==> src/rtl/exc_ctrl_pkg.sv <==
// Shared exception codes, commit-flag bit positions and CP0 Status fields
// used by exc_ctrl, exc_prio and CP0.
package exc_ctrl_pkg;

  localparam logic [31:0] RESET_VEC    = 32'hBFC0_0000;
  localparam logic [31:0] EXC_VEC_BEV  = 32'hBFC0_0380;
  localparam logic [31:0] EXC_VEC_NORM = 32'h8000_0180;

  localparam logic [4:0] EXC_Int  = 5'h00;
  localparam logic [4:0] EXC_AdEL = 5'h04;
  localparam logic [4:0] EXC_AdES = 5'h05;
  localparam logic [4:0] EXC_Sys  = 5'h08;
  localparam logic [4:0] EXC_Bp   = 5'h09;
  localparam logic [4:0] EXC_RI   = 5'h0A;
  localparam logic [4:0] EXC_Ov   = 5'h0C;

  // cm_exc = {AdEL_fetch, RI, Ov, Sys, Bp, AdEL_data, AdES}
  localparam int CM_EXC_W     = 7;
  localparam int EXC_ADES_BIT = 0;
  localparam int EXC_ADELD_BIT = 1;
  localparam int EXC_BP_BIT   = 2;
  localparam int EXC_SYS_BIT  = 3;
  localparam int EXC_OV_BIT   = 4;
  localparam int EXC_RI_BIT   = 5;
  localparam int EXC_ADELF_BIT = 6;

  localparam int STATUS_EXL_BIT = 1;
  localparam int STATUS_BEV_BIT = 22;

  typedef enum logic [1:0] {
    BV_NONE = 2'd0,
    BV_PC   = 2'd1,
    BV_DATA = 2'd2
  } bv_sel_e;

  typedef enum logic {
    ST_IDLE  = 1'b0,
    ST_REDIR = 1'b1
  } exc_state_e;

endpackage

==> src/rtl/exc_prio.sv <==
// Combinational MIPS exception priority encoder: {int, cm_exc} -> excode.
// EXC_BREAK_EN: Bp gets its own code; otherwise Bp is folded into RI.
module exc_prio
  import exc_ctrl_pkg::*;
(
  input  logic                i_int,
  input  logic [CM_EXC_W-1:0] i_exc,
  output logic [4:0]          o_excode,
  output bv_sel_e             o_bv_sel,
  output logic                o_hit
);

  logic w_ri;
  logic w_bp;

`ifdef EXC_BREAK_EN
  assign w_ri = i_exc[EXC_RI_BIT];
  assign w_bp = i_exc[EXC_BP_BIT];
`else
  assign w_ri = i_exc[EXC_RI_BIT] | i_exc[EXC_BP_BIT];
  assign w_bp = 1'b0;
`endif

  always_comb begin
    o_excode = EXC_Int;
    o_bv_sel = BV_NONE;
    o_hit    = 1'b1;
    if (i_int) begin
      o_excode = EXC_Int;
    end else if (i_exc[EXC_ADELF_BIT]) begin
      o_excode = EXC_AdEL;
      o_bv_sel = BV_PC;
    end else if (w_ri) begin
      o_excode = EXC_RI;
    end else if (i_exc[EXC_OV_BIT]) begin
      o_excode = EXC_Ov;
    end else if (i_exc[EXC_SYS_BIT]) begin
      o_excode = EXC_Sys;
    end else if (w_bp) begin
      o_excode = EXC_Bp;
    end else if (i_exc[EXC_ADELD_BIT]) begin
      o_excode = EXC_AdEL;
      o_bv_sel = BV_DATA;
    end else if (i_exc[EXC_ADES_BIT]) begin
      o_excode = EXC_AdES;
      o_bv_sel = BV_DATA;
    end else begin
      o_hit = 1'b0;
    end
  end

endmodule

==> src/rtl/exc_ctrl.sv <==
// Precise-exception controller at the commit boundary: pulses exceptions/ERET
// into CP0, flushes, and holds a fetch redirect until accepted. Macro: EXC_BREAK_EN.
module exc_ctrl
  import exc_ctrl_pkg::*;
(
  input  logic                clk,
  input  logic                reset,
  input  logic                cm_valid,
  output logic                cm_ready,
  input  logic [31:0]         cm_pc,
  input  logic                cm_bd,
  input  logic [CM_EXC_W-1:0] cm_exc,
  input  logic                cm_eret,
  input  logic [31:0]         cm_data_addr,
  input  logic                ext_int_response,
  input  logic [31:0]         cp0_status,
  input  logic [31:0]         cp0_epc,
  output logic                exc_valid,
  output logic [4:0]          exc_excode,
  output logic                exc_bd,
  output logic [31:0]         exc_epc,
  output logic [31:0]         exc_badvaddr,
  output logic                exc_eret,
  output logic                flush,
  output logic                redir_valid,
  input  logic                redir_ready,
  output logic [31:0]         redir_pc
);

  exc_state_e  r_state;
  exc_state_e  w_next;
  logic        r_int_pend;
  logic [31:0] r_redir_pc;

  logic        w_exl;
  logic        w_bev;
  logic        w_int;
  logic        w_idle;
  logic        w_event;
  logic        w_hit;
  logic [4:0]  w_code;
  bv_sel_e     w_bv_sel;
  logic [31:0] w_target;
  logic [31:0] w_victim_pc;
  logic        w_unused_status;

  assign w_exl  = cp0_status[STATUS_EXL_BIT];
  assign w_bev  = cp0_status[STATUS_BEV_BIT];
  assign w_int  = r_int_pend & ~w_exl;
  assign w_idle = (r_state == ST_IDLE);
  assign w_unused_status = ^{cp0_status[31:23], cp0_status[21:2], cp0_status[0]};

  exc_prio u_prio (
    .i_int    (w_int),
    .i_exc    (cm_exc),
    .o_excode (w_code),
    .o_bv_sel (w_bv_sel),
    .o_hit    (w_hit)
  );

  // ERET only counts when the encoder found nothing; Int always outranks it.
  assign w_event     = cm_valid & w_idle & (w_int | (|cm_exc) | cm_eret);
  assign w_target    = w_hit ? (w_bev ? EXC_VEC_BEV : EXC_VEC_NORM) : cp0_epc;
  assign w_victim_pc = cm_bd ? (cm_pc - 32'd4) : cm_pc;

  always_ff @(posedge clk or posedge reset) begin
    if (reset) begin
      r_state    <= ST_IDLE;
      r_int_pend <= 1'b0;
      r_redir_pc <= 32'd0;
    end else begin
      r_state    <= w_next;
      r_int_pend <= ext_int_response & ~w_exl;
      if (w_event) r_redir_pc <= w_target;
    end
  end

  always_comb begin
    w_next       = r_state;
    exc_valid    = 1'b0;
    exc_eret     = 1'b0;
    exc_excode   = 5'd0;
    exc_bd       = 1'b0;
    exc_epc      = 32'd0;
    exc_badvaddr = 32'd0;
    flush        = 1'b0;
    redir_valid  = 1'b0;
    case (r_state)
      ST_IDLE: begin
        if (w_event) begin
          w_next     = ST_REDIR;
          exc_valid  = 1'b1;
          exc_eret   = ~w_hit;
          exc_excode = w_hit ? w_code : 5'd0;
          exc_bd     = cm_bd;
          exc_epc    = w_victim_pc;
          flush      = 1'b1;
          case (w_bv_sel)
            BV_PC:   exc_badvaddr = cm_pc;
            BV_DATA: exc_badvaddr = cm_data_addr;
            default: exc_badvaddr = 32'd0;
          endcase
        end
      end
      ST_REDIR: begin
        flush       = 1'b1;
        redir_valid = 1'b1;
        if (redir_ready) w_next = ST_IDLE;
      end
      default: w_next = ST_IDLE;
    endcase
  end

  assign cm_ready = w_idle;
  assign redir_pc = r_redir_pc;

endmodule

==> config.mk <==
export PLATFORM = sky130hd
export DESIGN_NAME = exc_ctrl
export DESIGN_NICKNAME = d
export VERILOG_FILES = /design/src/rtl/exc_ctrl_pkg.sv /design/src/rtl/exc_prio.sv /design/src/rtl/exc_ctrl.sv
export SDC_FILE = /design/constraint.sdc
export NUM_CORES = 1
export LEC_CHECK = 0
export ABC_AREA = 1
export CAP_MARGIN = 20
export CORE_MARGIN = 2
export CORE_UTILIZATION = 37
export CTS_BUF_LIST = sky130_fd_sc_hd__clkbuf_4
export CTS_CLUSTER_DIAMETER = 40
export DETAILED_ROUTE_END_ITERATION = 10
export PLACE_DENSITY = 0.87
export RECOVER_POWER = 50
export SLEW_MARGIN = 20
export SYNTH_ARGS = -nofsm -noshare
export SYNTH_HDL_FRONTEND = slang
export SYNTH_SLANG_ARGS = --single-unit
==> constraint.sdc <==
create_clock -name clk -period 2.5 [get_ports clk]
set_input_delay 0.25 -clock clk [delete_from_list [all_inputs] [get_ports clk]]
set_output_delay 0.25 -clock clk [all_outputs]
set_load 0.1 [all_outputs]
==> summary.txt <==
Clock tree
  • Reg clk slew, reported paths: 0.11 ns
  • H-tree levels: 2
  • # hold bufs at CTS: 0
  • Clock sink count: 34
  • Num CTS Buffers: 5
  • CTS tree: yes
  • Maximum root-to-sink buffer count: 2
  • Clk Latency, worst-skew pair: 0.33 ns
  • Root buf cell: clkbuf_4

Setup path
  • Critical Path RT: 2.25 ns
  • CP Buf/Inv Count: 5
  • R2r worst-path depth: 10
  • Crit. End Element: primary output
  • Worst EP arrival: 2.12 ns
  • Reg2reg end: redir_pc[24]$_DFFE_PP0N_
  • Cell Chain, Critical Path: clkdlybuf4s50_1 > inv_1 > ha_1 > nand2_1 > inv_1 > nand2_2 > nor2_2 > buf_4 > nand3_1 > xor2_1 > nor2_2 > buf_12
  • Flop2flop setup slack: 0.31 ns
  • CP startpoint kind: input port
  • FF-to-FF Start: r_int_pend$_DFF_PP0_
  • Worst-path fanout max: 4
  • Max incr delay on CP: 0.43 ns
  • Crit Path Class: input port to primary output
  • CP max stage cell: clkdlybuf4s50_1
  • CP top delay family: buffers and inverters

Global route
  • Largest net degree at the start of global routing: 50
  • Initial antenna violation count: 0
  • First-pass GRT wire length: 21.3 mm
  • Global-route usage over all layers: 27.7%
  • GRT overflow: 0
  • Vias in the first global route: 4,450

Logic synthesis
  • Net Count, Synth: 705
  • Top cells by area, synth: dfrtp_1 27%, nand2_1 17%, inv_1 14%
  • Largest area contributor in the netlist: dfrtp_1
  • Synth top area share: 26.8%
  • Yosys warns: 0
  • Cells after Synth: 562
  • Most frequent cell after synthesis: nand2_1
  • Commonest cells post-synth: 143 x nand2_1, 120 x inv_1, 118 x nor2_1
  • EDFF count, synth: 0
  • Ys async rst share: 100%
  • Synthesized area per cell: 5.65 µm²
  • Post-Syn Area: 0.00318 mm²
  • Register area share after synthesis: 26.8%
  • Synth unique cells: 28
  • Main flop type after synthesis: dfrtp_1
  • Register bit count reported by yosys: 34

Placed design
  • Dpl cells: 871
  • Port Buf Inserts: 217
  • Post-DP HPWL: 11.0 mm
  • Setup WS pre-CTS: -0.0182 ns
  • Placed cell areas: 0.00628 mm²
  • GPL Wtd Cong: 0.927

Run status
  • Status: finished with violations
  • Failing checks: max-capacitance violations, max-slew violations

Power
  • VDD IR max: 483 µV
  • Internal: 1.35 mW
  • Leakage: 2.79 nW
  • Pwr Total: 2.82 mW
  • Sequential power share: 22.0%
  • Clock network power share: 14.4%
  • Switching Share: 52.2%
  • Power Density: 451 mW/mm²
  • Switching pwr: 1.47 mW
  • Combinational share of power: 63.6%

Cells and area
  • Post-layout instance area: 0.00626 mm²
  • Area Growth Syn to Fin: 97.1%
  • ANT cells: 0
  • Share of cells above drive strength 1: 22.6%
  • Final net count: 918
  • Post-route non-filler standard cell count: 881

Drt
  • Post-route ant nets: 0
  • WL/cell: 15.0 µm
  • Number of vias per cell: 4.88
  • DR pass1 iterations: 4
  • Drt drc: 0
  • Final WL: 13.3 mm
  • DR vias: 4,303
  • DR iter-0 viols: 198

Floorplanning
  • Core ar.: 0.00826 mm²
  • Ports: 249
  • Num rows: 33
  • Die height: 96.7 µm
  • Die area: 0.00935 mm²
  • Die W: 96.7 µm
  • Starting density of the core: 38.5%

Timing
  • Tmin final: 2.37 ns
  • RSZ-0062 raised after global routing: false
  • Max-slew violations: 35
  • Setup violations, final: 0
  • Final period utilization: 95.0%
  • Endpoints failing hold: 0
  • Final Skew: 0.00388 ns
  • Slew @ Worst Pin: 1.76 ns
  • Worst rel slew slack: -17.2%
  • Fmax: 421 MHz
  • Setup ws final: 0.126 ns

Job
  • Total of max-cap violations: 1

Hold path
  • Worst hold path cell count: 3
  • Worst Hold End: r_int_pend$_DFF_PP0_
  • Startpoint of the worst hold path: ext_int_response
  • Worst hold path type: input port to register
[how the worst max path moves through the flow]
stage | startpoint | to | depth (start not counted) | slack (ns)
floorplan | r_state$_DFF_PP0_ | exc_epc[15] | 5 | -0.57
global placement | cp0_status[1] | exc_excode[1] | 9 | 0.02
detailed placement | cp0_status[1] | exc_excode[1] | 9 | -0.02
CTS | cm_exc[1] | exc_eret | 10 | 0.07
global route | cm_bd | exc_epc[31] | 10 | 0.02
finish | cm_pc[2] | exc_epc[12] | 12 | 0.13
[final cells by class]
type                       instances  area [µm²]
clock buffer                       5        37.5
clock inverter                     3        45.0
inverter                         122         465
timing repair buffer             230        2820
sequential                        34         851
fill                             617        1990
tap                              105         131
multi-input combinational        382        1910
[sequential cells by signal (all words and copies together), names as in the netlist]
signal      flops
r_int_pend      1
redir_pc       32
r_state         1
[per-layer routing]
metal	vias to the layer above	GRT usage [%]	share of wire [%]
met5	-	0	0
li1	2102	-	-
met2	200	51.8	52
met1	1964	29.9	38
met4	0	12.2	4.0
met3	37	5.49	6.3
[tightest hold or removal path: stages]
cell and delay [ns]:
clkdlybuf4s50_1 0.40, inv_1 0.06, nor2_1 0.03
[per-stage QoR]
stage	utilization [%]	hold slack (ns)	TNS (ns)
finish	75.8	0.437	0
global placement	76.0	0.465	0
floorplan	-	0.315	-3.47
CTS	77.0	0.314	0
global route	75.8	0.452	0
detailed placement	76.0	0.475	-0.0182
[repair_timing]
| action | in CTS | in global routing |
|---|---|---|
| cloned | 0 | 0 |
| gates resized for setup | 1 | 4 |
| buffers inserted | 0 | 2 |
| hold endpoints to repair | 0 | 0 |
| pin swaps | 0 | 1 |
| setup endpoints to repair | 2 | 14 |
[power by group through the flow]
stage	clock network (mW)	logic [mW]	registers (mW)
finish	0.407	1.80	0.621
global route	0.439	1.86	0.626
CTS	0.415	1.83	0.622
detailed placement	0	1.83	0.632
global placement	0	1.80	0.630
floorplan	0	0.833	0.960
[cells by family after synthesis]
| kind of cell | share of synthesized area [%] |
|---|---|
| AOI/OAI and AO/OA | 12.9 |
| xor gates and xnor gates | 3.03 |
| adders and majority gates | 0.394 |
| buffers and inverters | 19.2 |
| DFF | 26.8 |
| other | 0.118 |
| and+or+nand+nor | 37.6 |
[layout by cell type (no fill, tap or decap), drive strengths merged]
| cell type | n |
|---|---|
| a21oi | 9 |
| buf | 82 |
| bufinv | 1 |
| clkbuf | 42 |
| clkdlybuf4s50 | 110 |
| clkinvlp | 4 |
| conb | 1 |
| dfrtp | 34 |
| dlygate4sd3 | 1 |
| ha | 1 |
| inv | 120 |
| nand2 | 146 |
| nand3 | 18 |
| nand3b | 1 |
| nand4 | 1 |
| nor2 | 126 |
| nor3 | 3 |
| nor3b | 1 |
| o21ai | 28 |
| o21bai | 2 |
| o22a | 1 |
| o22ai | 32 |
| or2 | 1 |
| xor2 | 11 |
Note: power is estimated with default switching activity, not from simulation.
